--- config.mk ---
export PLATFORM = sky130hd
export DESIGN_NAME = pc_fetch_ctrl
export DESIGN_NICKNAME = d
export VERILOG_FILES = /design/src/rtl/cpu_fetch_pkg.sv /design/src/rtl/fetch_redirect_latch.sv /design/src/rtl/pc_fetch_ctrl.sv
export SDC_FILE = /design/constraint.sdc
export NUM_CORES = 1
export LEC_CHECK = 0
export BUFFER_PORTS_ARGS = -buffer_cell sky130_fd_sc_hd__buf_2
export CORE_ASPECT_RATIO = 0.5
export CORE_MARGIN = 5
export CORE_UTILIZATION = 40
export CTS_BUF_LIST = sky130_fd_sc_hd__clkbuf_8
export CTS_CLUSTER_SIZE = 14
export DETAILED_ROUTE_END_ITERATION = 16
export SLEW_MARGIN = 20
export SYNTH_ARGS = -nofsm -noshare
export SYNTH_HDL_FRONTEND = slang
export SYNTH_HIERARCHICAL = 1
export SYNTH_SLANG_ARGS = --single-unit
--- constraint.sdc ---
create_clock -name clk -period 2.7 [get_ports clk]
set_input_delay 0 -clock clk [delete_from_list [all_inputs] [get_ports clk]]
set_output_delay 0 -clock clk [all_outputs]
set_load 0.05 [all_outputs]
--- src/rtl/cpu_fetch_pkg.sv ---
`default_nettype none
// ============================================================================
// Module  : cpu_fetch_pkg
// Brief   : Shared types and constants for the instruction-fetch controller.
// Revision: 1.0 - initial release
// ============================================================================
package cpu_fetch_pkg;

    typedef logic [1:0] state_t;

    localparam state_t S_IDLE  = 2'd0;
    localparam state_t S_REQ   = 2'd1;
    localparam state_t S_VALID = 2'd2;

    localparam logic [31:0] RESET_PC_DEF = 32'h0000_3000;
    localparam logic [31:0] PC_STEP_DEF  = 32'd4;
    localparam logic [31:0] ALIGN_MASK   = 32'hFFFF_FFFC;

    function automatic logic [31:0] align_word(input logic [31:0] addr);
        return addr & ALIGN_MASK;
    endfunction

endpackage
`default_nettype wire

--- src/rtl/fetch_redirect_latch.sv ---
`default_nettype none
// ============================================================================
// Module  : fetch_redirect_latch
// Brief   : Remembers a redirect that lands mid-request and flags misaligned
//           redirect targets.
// Revision: 1.0 - initial release
// ============================================================================
module fetch_redirect_latch
    import cpu_fetch_pkg::*;
(
    input  logic        clk,
    input  logic        reset_n,
    input  logic        req_active,
    input  logic        imem_ack,
    input  logic        redirect_valid,
    input  logic [31:0] redirect_target,
    output logic [31:0] eff_target,
    output logic        kill,
    output logic [31:0] pend_pc,
    output logic        misalign_err
);

    assign eff_target = align_word(redirect_target);

    always_ff @(posedge clk or negedge reset_n) begin
        if (!reset_n) begin
            kill         <= 1'b0;
            pend_pc      <= 32'd0;
            misalign_err <= 1'b0;
        end else begin
            // A redirect without ack leaves the request running; the later
            // ack is dropped and the last pending target is used instead.
            if (req_active && imem_ack) begin
                kill <= 1'b0;
            end else if (req_active && redirect_valid) begin
                kill    <= 1'b1;
                pend_pc <= eff_target;
            end
            if (redirect_valid && (redirect_target[1:0] != 2'b00)) begin
                misalign_err <= 1'b1;
            end
        end
    end

endmodule
`default_nettype wire

--- src/rtl/pc_fetch_ctrl.sv ---
`default_nettype none
// ============================================================================
// Module  : pc_fetch_ctrl
// Brief   : Owns the PC, sequences instruction-memory requests and hands
//           fetched words to decode, applying control-flow redirects.
// Revision: 1.0 - initial release
// ============================================================================
module pc_fetch_ctrl
    import cpu_fetch_pkg::*;
#(
    parameter logic [31:0] RESET_PC = RESET_PC_DEF,
    parameter logic [31:0] PC_STEP  = PC_STEP_DEF
) (
    input  logic        clk,
    input  logic        reset_n,
    input  logic        redirect_valid,
    input  logic [31:0] redirect_target,
    output logic        imem_req,
    output logic [31:0] imem_addr,
    input  logic        imem_ack,
    input  logic [31:0] imem_rdata,
    output logic        inst_valid,
    output logic [31:0] inst,
    output logic [31:0] inst_pc,
    input  logic        inst_ready,
    output logic        misalign_err
);

    state_t      r_state;
    logic [31:0] r_pc;

    logic [31:0] w_eff_target;
    logic        w_kill;
    logic [31:0] w_pend_pc;
    logic [31:0] w_start_pc;
    logic [31:0] w_resume_pc;
    logic        w_req_active;

    assign w_req_active = (r_state == S_REQ);
    assign w_start_pc   = redirect_valid ? w_eff_target : r_pc;
    assign w_resume_pc  = redirect_valid ? w_eff_target : w_pend_pc;

    fetch_redirect_latch u_redirect (
        .clk             (clk),
        .reset_n         (reset_n),
        .req_active      (w_req_active),
        .imem_ack        (imem_ack),
        .redirect_valid  (redirect_valid),
        .redirect_target (redirect_target),
        .eff_target      (w_eff_target),
        .kill            (w_kill),
        .pend_pc         (w_pend_pc),
        .misalign_err    (misalign_err)
    );

    always_ff @(posedge clk or negedge reset_n) begin
        if (!reset_n) begin
            r_state    <= S_IDLE;
            r_pc       <= RESET_PC;
            imem_req   <= 1'b0;
            imem_addr  <= 32'd0;
            inst_valid <= 1'b0;
            inst       <= 32'd0;
            inst_pc    <= 32'd0;
        end else begin
            case (r_state)
                S_IDLE: begin
                    r_pc      <= w_start_pc;
                    imem_req  <= 1'b1;
                    imem_addr <= w_start_pc;
                    r_state   <= S_REQ;
                end
                S_REQ: begin
                    // Address stays put mid-request; redirects are applied at ack.
                    if (imem_ack) begin
                        if (w_kill || redirect_valid) begin
                            r_pc      <= w_resume_pc;
                            imem_addr <= w_resume_pc;
                        end else begin
                            inst       <= imem_rdata;
                            inst_pc    <= r_pc;
                            r_pc       <= r_pc + PC_STEP;
                            imem_req   <= 1'b0;
                            inst_valid <= 1'b1;
                            r_state    <= S_VALID;
                        end
                    end
                end
                S_VALID: begin
                    if (redirect_valid || inst_ready) begin
                        r_pc       <= w_start_pc;
                        inst_valid <= 1'b0;
                        imem_req   <= 1'b1;
                        imem_addr  <= w_start_pc;
                        r_state    <= S_REQ;
                    end
                end
                default: begin
                    r_state    <= S_IDLE;
                    imem_req   <= 1'b0;
                    inst_valid <= 1'b0;
                end
            endcase
        end
    end

endmodule
`default_nettype wire

==> summary.txt, run 1 <==
Outcome
  – Status: completed

Yosys
  – Netlist cell types: 54
  – Cell Area, Synth: ~8000 um2
  – Post-synthesis sequential area ratio: 0.5206
  – Flops & latches, synth: approximately 160
  – Synth Instances: 819
  – Adder-cell share of the synthesized area: 0.001596
  – Most used DFF post-synth: dfrtp_1
  – Largest family of logic cells by synthesized area: simple AND/OR/NAND/NOR gates
  – Ys async rst share: 1.000
  – Simple-gate share of the synthesized area: 0.2000
  – Mux contribution to synthesized area: 0.1149
  – Yosys warning total: 6
  – Post-synthesis compound-gate area fraction: 0.09304
  – EDFF count, synth: 0
  – Synthesized area per cell: roughly 9.6 um2
  – Synth Area in XOR/XNOR: 0.003351

Timing
  – Setup Viol. Count Final: 0
  – RSZ-0062 raised after global routing: false
  – Skew final: ~0.012 ns
  – Max-slew headroom: 0.5212
  – TNS Setup: 0 ns
  – Fin. max-slew vios: 0
  – Fmax: roughly 460 MHz
  – Final Critical Period: approximately 2.2 ns
  – WHS: between 0.1 and 0.15 ns
  – Worst Tran Pin Value: 0.7183 ns
  – Fin. Hold Viols: 0
  – Fin crit share: 0.8103

Setup path
  – Startpoint type of the worst setup path: register
  – Buffers plus inverters on the worst setup path: 1
  – Worst EP arrival: 2.54 ns
  – CP top delay family: simple AND/OR/NAND/NOR gates
  – Slowest-stage cell, CP: nand3b_4
  – Worst path max stage delay: about 0.56 ns
  – Required @ worst endpoint: between 3 and 4 ns
  – Reg2reg end: u_redirect/pend_pc[13]
  – Critical R2R Launch: r_state[1]
  – Crit. End Element: register
  – Critical path fanouts, max: 30
  – WS Path Type: reg -> reg
  – CP Cell Sequence: nand2b_2 -> inv_1 -> nand3b_4 -> mux2_4
  – Flop-to-flop setup slack: between 0.5 and 0.6 ns
  – FF-to-FF path depth: 4

Place
  – Hpwl dp: roughly 15000 um
  – GPL Wtd Cong: a little over 0.8
  – IO Port Bufs: 167

Floorplan
  – Core area: just under 20000 um2
  – Cell row count: 36
  – Die Height: around 110 um
  – Chip Width: approximately 210 um
  – Starting Density: 0.4048
  – Die area: roughly 23000 um2
  – # IOs: about 170

Detailed routing
  – DR WL met2: slightly below 10000 um
  – Detail Route Antenna Nets: 0
  – Top layer in use: met5
  – Wire per inst: between 15 and 20 um
  – Drc violations: 0
  – Met1 Routed Length: 10610 um
  – Met3 routed WL: ~1300 um
  – Vias: 6427
  – Drt total wl: about 22000 um
  – Vias per inst: between 4 and 5
  – Initial drt markers: roughly 480
  – TritonRoute pass-1 iters: 5

Clock network
  – Max clock buf depth: 2
  – CTS root buf: clkbuf_8
  – H-Tree Depth: 4
  – CTS clk-pin slew, worst paths: approximately 0.090 ns
  – # Post-CTS Setup Buffers: 0
  – CTS tree: built
  – Clock Sinks: 163
  – Worst skew pair latency: about 0.47 ns
  – CTS buffer count: 17

Min path
  – Hold endpoint: inst_pc[17]
  – Hold Crit Depth: 4
  – Hold Crit Start: redirect_valid
  – Worst Hold Class: in -> reg

Cells and area
  – Fraction of layout cells with a size suffix above 1: 0.2593
  – Fill cells: 1834
  – Post-layout util: 0.5052
  – Nets: about 1100
  – Synthesis-to-layout area growth: 24.80%

Global routing
  – Initial antenna violation count: 4
  – Total gr overflow: 0
  – Vias in the first global route: approximately 6500
  – First-pass GRT wire length: approximately 36000 um
  – Pin count of the biggest net entering global routing: between 60 and 70
  – Global Route Usage Sum: 0.2004

Job
  – Max_cap viols: 0

Pwr
  – Worst vdd ir: roughly 0.00055 V
  – PwrDens: ~1300 nW/um2
  – Pleak: between 4 and 5 nW
[state kept, by name, indices dropped and copies added (netlist names)]
register,count
imem_addr,32
inst,32
inst_pc,32
inst_valid,1
r_pc,32
r_state,2
u_redirect/kill,1
u_redirect/misalign_err,1
u_redirect/pend_pc,30
[cell usage in the layout (no fill, tap or decap), types with 3 or more instances in the layout]
cell type      count
o311ai_1           5
nand2b_1           5
buf_2            166
nand2_1          297
nor3_2             3
o211ai_1           9
conb_1             4
o31ai_1            3
nand4_1           12
o21ai_1            3
a31oi_1            6
mux2i_1           36
nand3_1           13
mux2_4            30
nor2_1            25
o21ai_0           45
buf_4             16
dlygate4sd3_1     69
clkinvlp_4         4
nor3_1             4
inv_1              6
a211o_1            3
a21oi_1           15
clkbuf_8          19
o311ai_0           4
dfrtp_1          161
mux2_2             7
a21o_1            10
[logic make-up after synthesis]
group / after synthesis
compound gates: 115
xor+xnor: 3
mux: 74
flops: 163
fa+ha+maj: 1
simple gates: 372
buf+inv: 90
other cells: 1
[cells in the mapped netlist (all sizes together), types with 4 or more instances]
cell / number / share of area
a21o: 10 / 0.0096
o21ai: 48 / 0.031
nand2b: 6 / 0.0048
mux2: 38 / 0.069
nor4: 5 / 0.0075
mux2i: 36 / 0.046
nor3: 7 / 0.0057
nor2: 25 / 0.012
inv: 4 / 0.0019
a21oi: 15 / 0.0096
dfrtp: 161 / 0.51
clkbuf: 27 / 0.013
a31oi: 6 / 0.0048
o311ai: 9 / 0.010
nand4: 13 / 0.012
nand2: 297 / 0.14
nand3: 14 / 0.0096
buf: 59 / 0.051
o211ai: 9 / 0.0086
[how the worst max path moves through the flow]
| stage | to | cells after the start | slack, ns | start |
|---|---|---|---|---|
| 6_report | u_redirect/pend_pc[13] | 4 | 0.51 | r_state[1] |
| 5_1_grt | r_pc[23] | 5 | 0.38 | r_pc[13] |
| 4_1_cts | u_redirect/pend_pc[13] | 4 | 0.53 | r_state[1] |
| 3_5_place_dp | u_redirect/pend_pc[16] | 4 | 0.55 | r_state[1] |
| 3_3_place_gp | u_redirect/pend_pc[8] | 4 | 0.61 | r_state[1] |
| 2_1_floorplan | u_redirect/pend_pc[10] | 8 | 0.45 | r_state[0] |
[per-layer routing]
metal	GRT usage	vias to the layer above
li1	-	3097
met1	0.2768	3144
met3	0.05691	27
met2	0.3143	153
met4	0.05293	6
met5	0	-
[worst min-delay path, cell delays in order]
cell and delay [ns]:
buf_2 0.11, or3_4 0.31, nand2_1 0.09, nand2_1 0.05
[cell type report]
class	count	area [um2]	area share
antenna	1	2.502	0.0002558
clock buffer	19	261.5	0.02673
clock inverter	13	133.9	0.01368
inverter	4	15.01	0.001535
multi-input combinational	569	3264	0.3336
sequential	163	4081	0.4171
tap	266	332.8	0.03402
timing repair buffer	254	1693	0.1730
[through the flow]
stage / setup slack [ns] / area (um2) / total power [mW] / cells
after floorplan: 0.4494 / 7851 / 8.869 / 822
after global placement: 0.6112 / 8696 / 10.35 / 1187
after detailed placement: 0.5524 / 8696 / 10.45 / 1187
after CTS: 0.5296 / 9782 / 12.37 / 1288
after global routing: 0.3842 / 9784 / 13.06 / 1289
final: 0.5121 / 9784 / 12.28 / 1289
[power breakdown]
part           switching (mW)  internal (mW)  total, mW
clock network           0.935          0.867       1.80
logic                    4.21           1.70       5.92
registers               0.990           3.57       4.56
[timing repair]
| action | in CTS | in global routing |
|---|---|---|
| setup endpoints to repair | 0 | 0 |
| endpoints found under the hold margin | 287 | 0 |
| resized for setup | 0 | 0 |
| hold buffers | 69 | 0 |
Note: power is estimated with default switching activity, not from simulation.
==> run 2, diff against run 1 <==
--- a/config.mk
+++ b/config.mk
@@ -5,6 +5,7 @@
 export SDC_FILE = /design/constraint.sdc
 export NUM_CORES = 1
 export LEC_CHECK = 0
+export ABC_AREA = 1
 export BUFFER_PORTS_ARGS = -buffer_cell sky130_fd_sc_hd__buf_2
 export CORE_ASPECT_RATIO = 0.5
 export CORE_MARGIN = 5
==> constraint.sdc (replaced) <==
create_clock -name clk -period 2.1 [get_ports clk]
set_input_delay 0 -clock clk [delete_from_list [all_inputs] [get_ports clk]]
set_output_delay 0 -clock clk [all_outputs]
set_load 0.05 [all_outputs]
==> run 2 against run 1 <==
  * Synthesized cell count grew 30%
  * Global-route usage grew 1.6 points
  * Fmax grew 26%
  * Clock power grew 40%
  * Final cell count grew 20%
  * Sequential power grew 24%
  * Utilization shrank 0.19 points
  * Critical endpoint is now r_pc[29]
  * Clock skew grew 0.0013 ns
  * Critical path depth grew 5
  * Flip-flop and latch count is the same
  * Design area grew 5.0%
  * Register-to-register slack lost 0.15 ns
==> summary.txt, run 2 <==
Outcome
  – Status: completed

Floorplan
  – Core area: between 20000 and 25000 um2
  – Die Height: about 110 um
  – Chip Width: 213.1 um
  – # IOs: between 150 and 200
  – Starting Density: 0.4042
  – Die area: around 24000 um2
  – Cell row count: 37

Cells and area
  – Nets: 1335
  – Most common cell after layout, fill and taps aside: nand2_1
  – Most frequent cells in the layout: 441 x nand2_1, 166 x buf_2, 161 x dfrtp_1
  – Synthesis-to-layout area growth: 24.50%
  – Fraction of layout cells with a size suffix above 1: 0.1933
  – Post-layout util: 0.5033
  – Ant. Diodes: 0

Min path
  – Worst Hold Class: in -> reg

Detailed routing
  – Vias per inst: 4.916
  – TritonRoute pass-1 iters: 5
  – Detail Route Antenna Nets: 0
  – Vias: 7624
  – Wire per inst: around 16 um
  – Drc violations: 0
  – Initial drt markers: ~450
  – Drt total wl: 25180 um

Yosys
  – Area share of the largest cell type after synthesis: 0.4882
  – Flops & latches, synth: between 150 and 200
  – EDFF count, synth: 0
  – Post-synth top cells: 441 x nand2_1, 161 x dfrtp_1, 77 x o21ai_0, 65 x inv_1, 64 x nor2_1
  – Top cells by area, synth: dfrtp_1 49%, nand2_1 20%, o21ai_0 4.7%
  – Most used DFF post-synth: dfrtp_1
  – Netlist cell types: 31
  – Cell Area, Synth: around 8300 um2
  – Post-synthesis sequential area ratio: 0.4945
  – Synth Instances: 1068
  – Count leader, synth: nand2_1
  – Synthesized area per cell: 7.727 um2
  – Yosys warning total: 6
  – Ys async rst share: 1.000
  – Post-synth top area cell: dfrtp_1

Setup path
  – Critical path fanouts, max: 4
  – CP Capture Point: r_pc[29]
  – Startpoint type of the worst setup path: register
  – Reg2reg end: r_pc[29]
  – Critical path origin: r_pc[12]
  – CP Cell Sequence: nand2_1 -> nor2_1 -> nand2_1 -> nor2_1 -> nand2_1 -> nand2_1 -> nand2_1 -> nand2_1 -> nand2_1
  – Slowest-stage cell, CP: dfstp_2
  – WS Path Type: reg -> reg
  – Most used cell, CP: nand2_1
  – Flop-to-flop setup slack: 0.37 ns
  – Required @ worst endpoint: around 2.5 ns
  – Worst EP arrival: between 2 and 2.5 ns
  – Critical R2R Launch: r_pc[12]
  – Crit. End Element: register
  – Worst path max stage delay: between 0.5 and 0.6 ns
  – FF-to-FF path depth: 9

Global routing
  – Vias in the first global route: 7463
  – Total gr overflow: 0
  – Global Route Usage Sum: 0.2160
  – First-pass GRT wire length: 40840 um
  – Pin count of the biggest net entering global routing: roughly 100
  – Initial antenna violation count: 0

Clock network
  – # Post-CTS Setup Buffers: 0
  – CTS clk-pin slew, worst paths: roughly 0.090 ns
  – CTS buffer count: 17
  – Post_cts resized: 0
  – Worst skew pair latency: approximately 0.47 ns
  – Max clock buf depth: 2
  – Clock Sinks: around 160
  – CTS root buf: clkbuf_8
  – H-Tree Depth: 4
  – CTS tree: built

Pwr
  – PwrDens: around 1600 nW/um2
  – Comb pwr share: 0.515
  – Clock share of power: 0.150
  – Worst vdd ir: approximately 0.00084 V
  – Net Sw Frac: 0.5139
  – Net switching power: around 8.6 mW
  – Pleak: roughly 5.4 nW
  – Sequential Power Share: 0.335
  – Pint: between 8 and 9 mW

Timing
  – Fin. max-slew vios: 0
  – Max-slew headroom: 0.5600
  – Fin crit share: 0.8257
  – Final Critical Period: ~1.7 ns
  – Fmax: just under 600 MHz
  – TNS Setup: 0 ns
  – RSZ-0062 raised after global routing: false
  – Worst Tran Pin Value: around 0.65 ns
  – Fin. Hold Viols: 0
  – Skew final: between 0.01 and 0.015 ns
  – Setup Viol. Count Final: 0

Place
  – GPL Wtd Cong: approximately 0.9
  – IO Port Bufs: ~170
  – Hpwl dp: between 15000 and 20000 um

Job
  – Max_cap viols: 0
[run 2: changes by cell type after synthesis, moves of 11 or more]
cell,previous run,this run
o21ai_1,3,17
nor2_1,25,64
inv_1,4,65
mux2i_1,36,0
o21ai_0,45,77
nand2_2,0,13
nand4_1,12,31
buf_4,34,45
a22oi_1,1,13
buf_2,14,32
nand3_1,13,30
mux2_4,30,0
clkbuf_1,26,6
nand2_1,297,441
[run 2: worst min path at each step]
stage                        start           end  slack [ns]  cells past startpoint
global route        redirect_valid    r_state[0]        0.06                      4
detailed placement         reset_n      inst[12]       -0.02                      1
floorplan                  reset_n  imem_addr[0]       -0.30                      0
CTS                 redirect_valid    r_state[0]       0.006                      4
finish              redirect_valid    r_state[0]        0.04                      4
global placement           reset_n      inst[12]       -0.03                      1
[run 2: final cells by class]
class / count / area [um2]
repair buffers: 263 / 1808
inverters: 70 / 262.8
flip-flops and latches: 163 / 4081
fillers: 1970 / 10140
clock buffers: 19 / 261.5
well taps: 273 / 341.6
clock inverters: 13 / 167.7
multi-input cells: 750 / 3352
[run 2: stage by stage]
stage / cells / setup slack [ns] / total power, mW / area [um2] / hold slack, ns
after floorplan: 1071 / 0.4339 / 11.88 / 8264 / -0.2956
after global placement: 1451 / 0.4203 / 14.15 / 9165 / -0.02508
after detailed placement: 1451 / 0.4271 / 14.29 / 9165 / -0.01653
after CTS: 1551 / 0.3994 / 16.96 / 10270 / 0.006233
after global routing: 1551 / 0.1471 / 18.05 / 10270 / 0.05766
final: 1551 / 0.3661 / 16.83 / 10270 / 0.04376
[run 2: timing repair]
action	4_1_cts	5_1_grt
endpoints found under the setup margin	0	0
hold endpoints to repair	270	0
hold buffers	68	0
[run 2: power groups by stage]
stage / logic, mW / clock network (mW) / registers, mW
after floorplan: 3.36 / 0 / 8.52
after global placement: 8.55 / 0 / 5.60
after detailed placement: 8.64 / 0 / 5.65
after CTS: 8.74 / 2.60 / 5.62
after global routing: 9.48 / 2.74 / 5.83
final: 8.67 / 2.52 / 5.64
[run 2: per-layer routing]
| metal | share of wire | global-route usage |
|---|---|---|
| met1 | 0.47 | 0.3101 |
| met2 | 0.46 | 0.3398 |
| met3 | 0.061 | 0.04702 |
| met4 | 0.0093 | 0.04445 |
| met5 | 0 | 0 |
[run 2: cell families (layout without fill, tap and decap cells)]
kind of cell | count (synthesis) | after routing | synth area share
AND/OR/NAND/NOR | 587 | 587 | 0.2905
flip-flops | 163 | 163 | 0.4945
buffers and inverters | 158 | 365 | 0.1013
AO/OA/AOI/OAI | 148 | 148 | 0.1011
XOR/XNOR | 10 | 10 | 0.01061
adder cells (fa/ha/maj) | 1 | 1 | 0.001516
other | 1 | 4 | 0.0004544
[run 2: critical path, delay by kind of cell, from the launching register on]
family,cells,cell delay (ns)
flops,1,0.58
simple gates,9,1.03
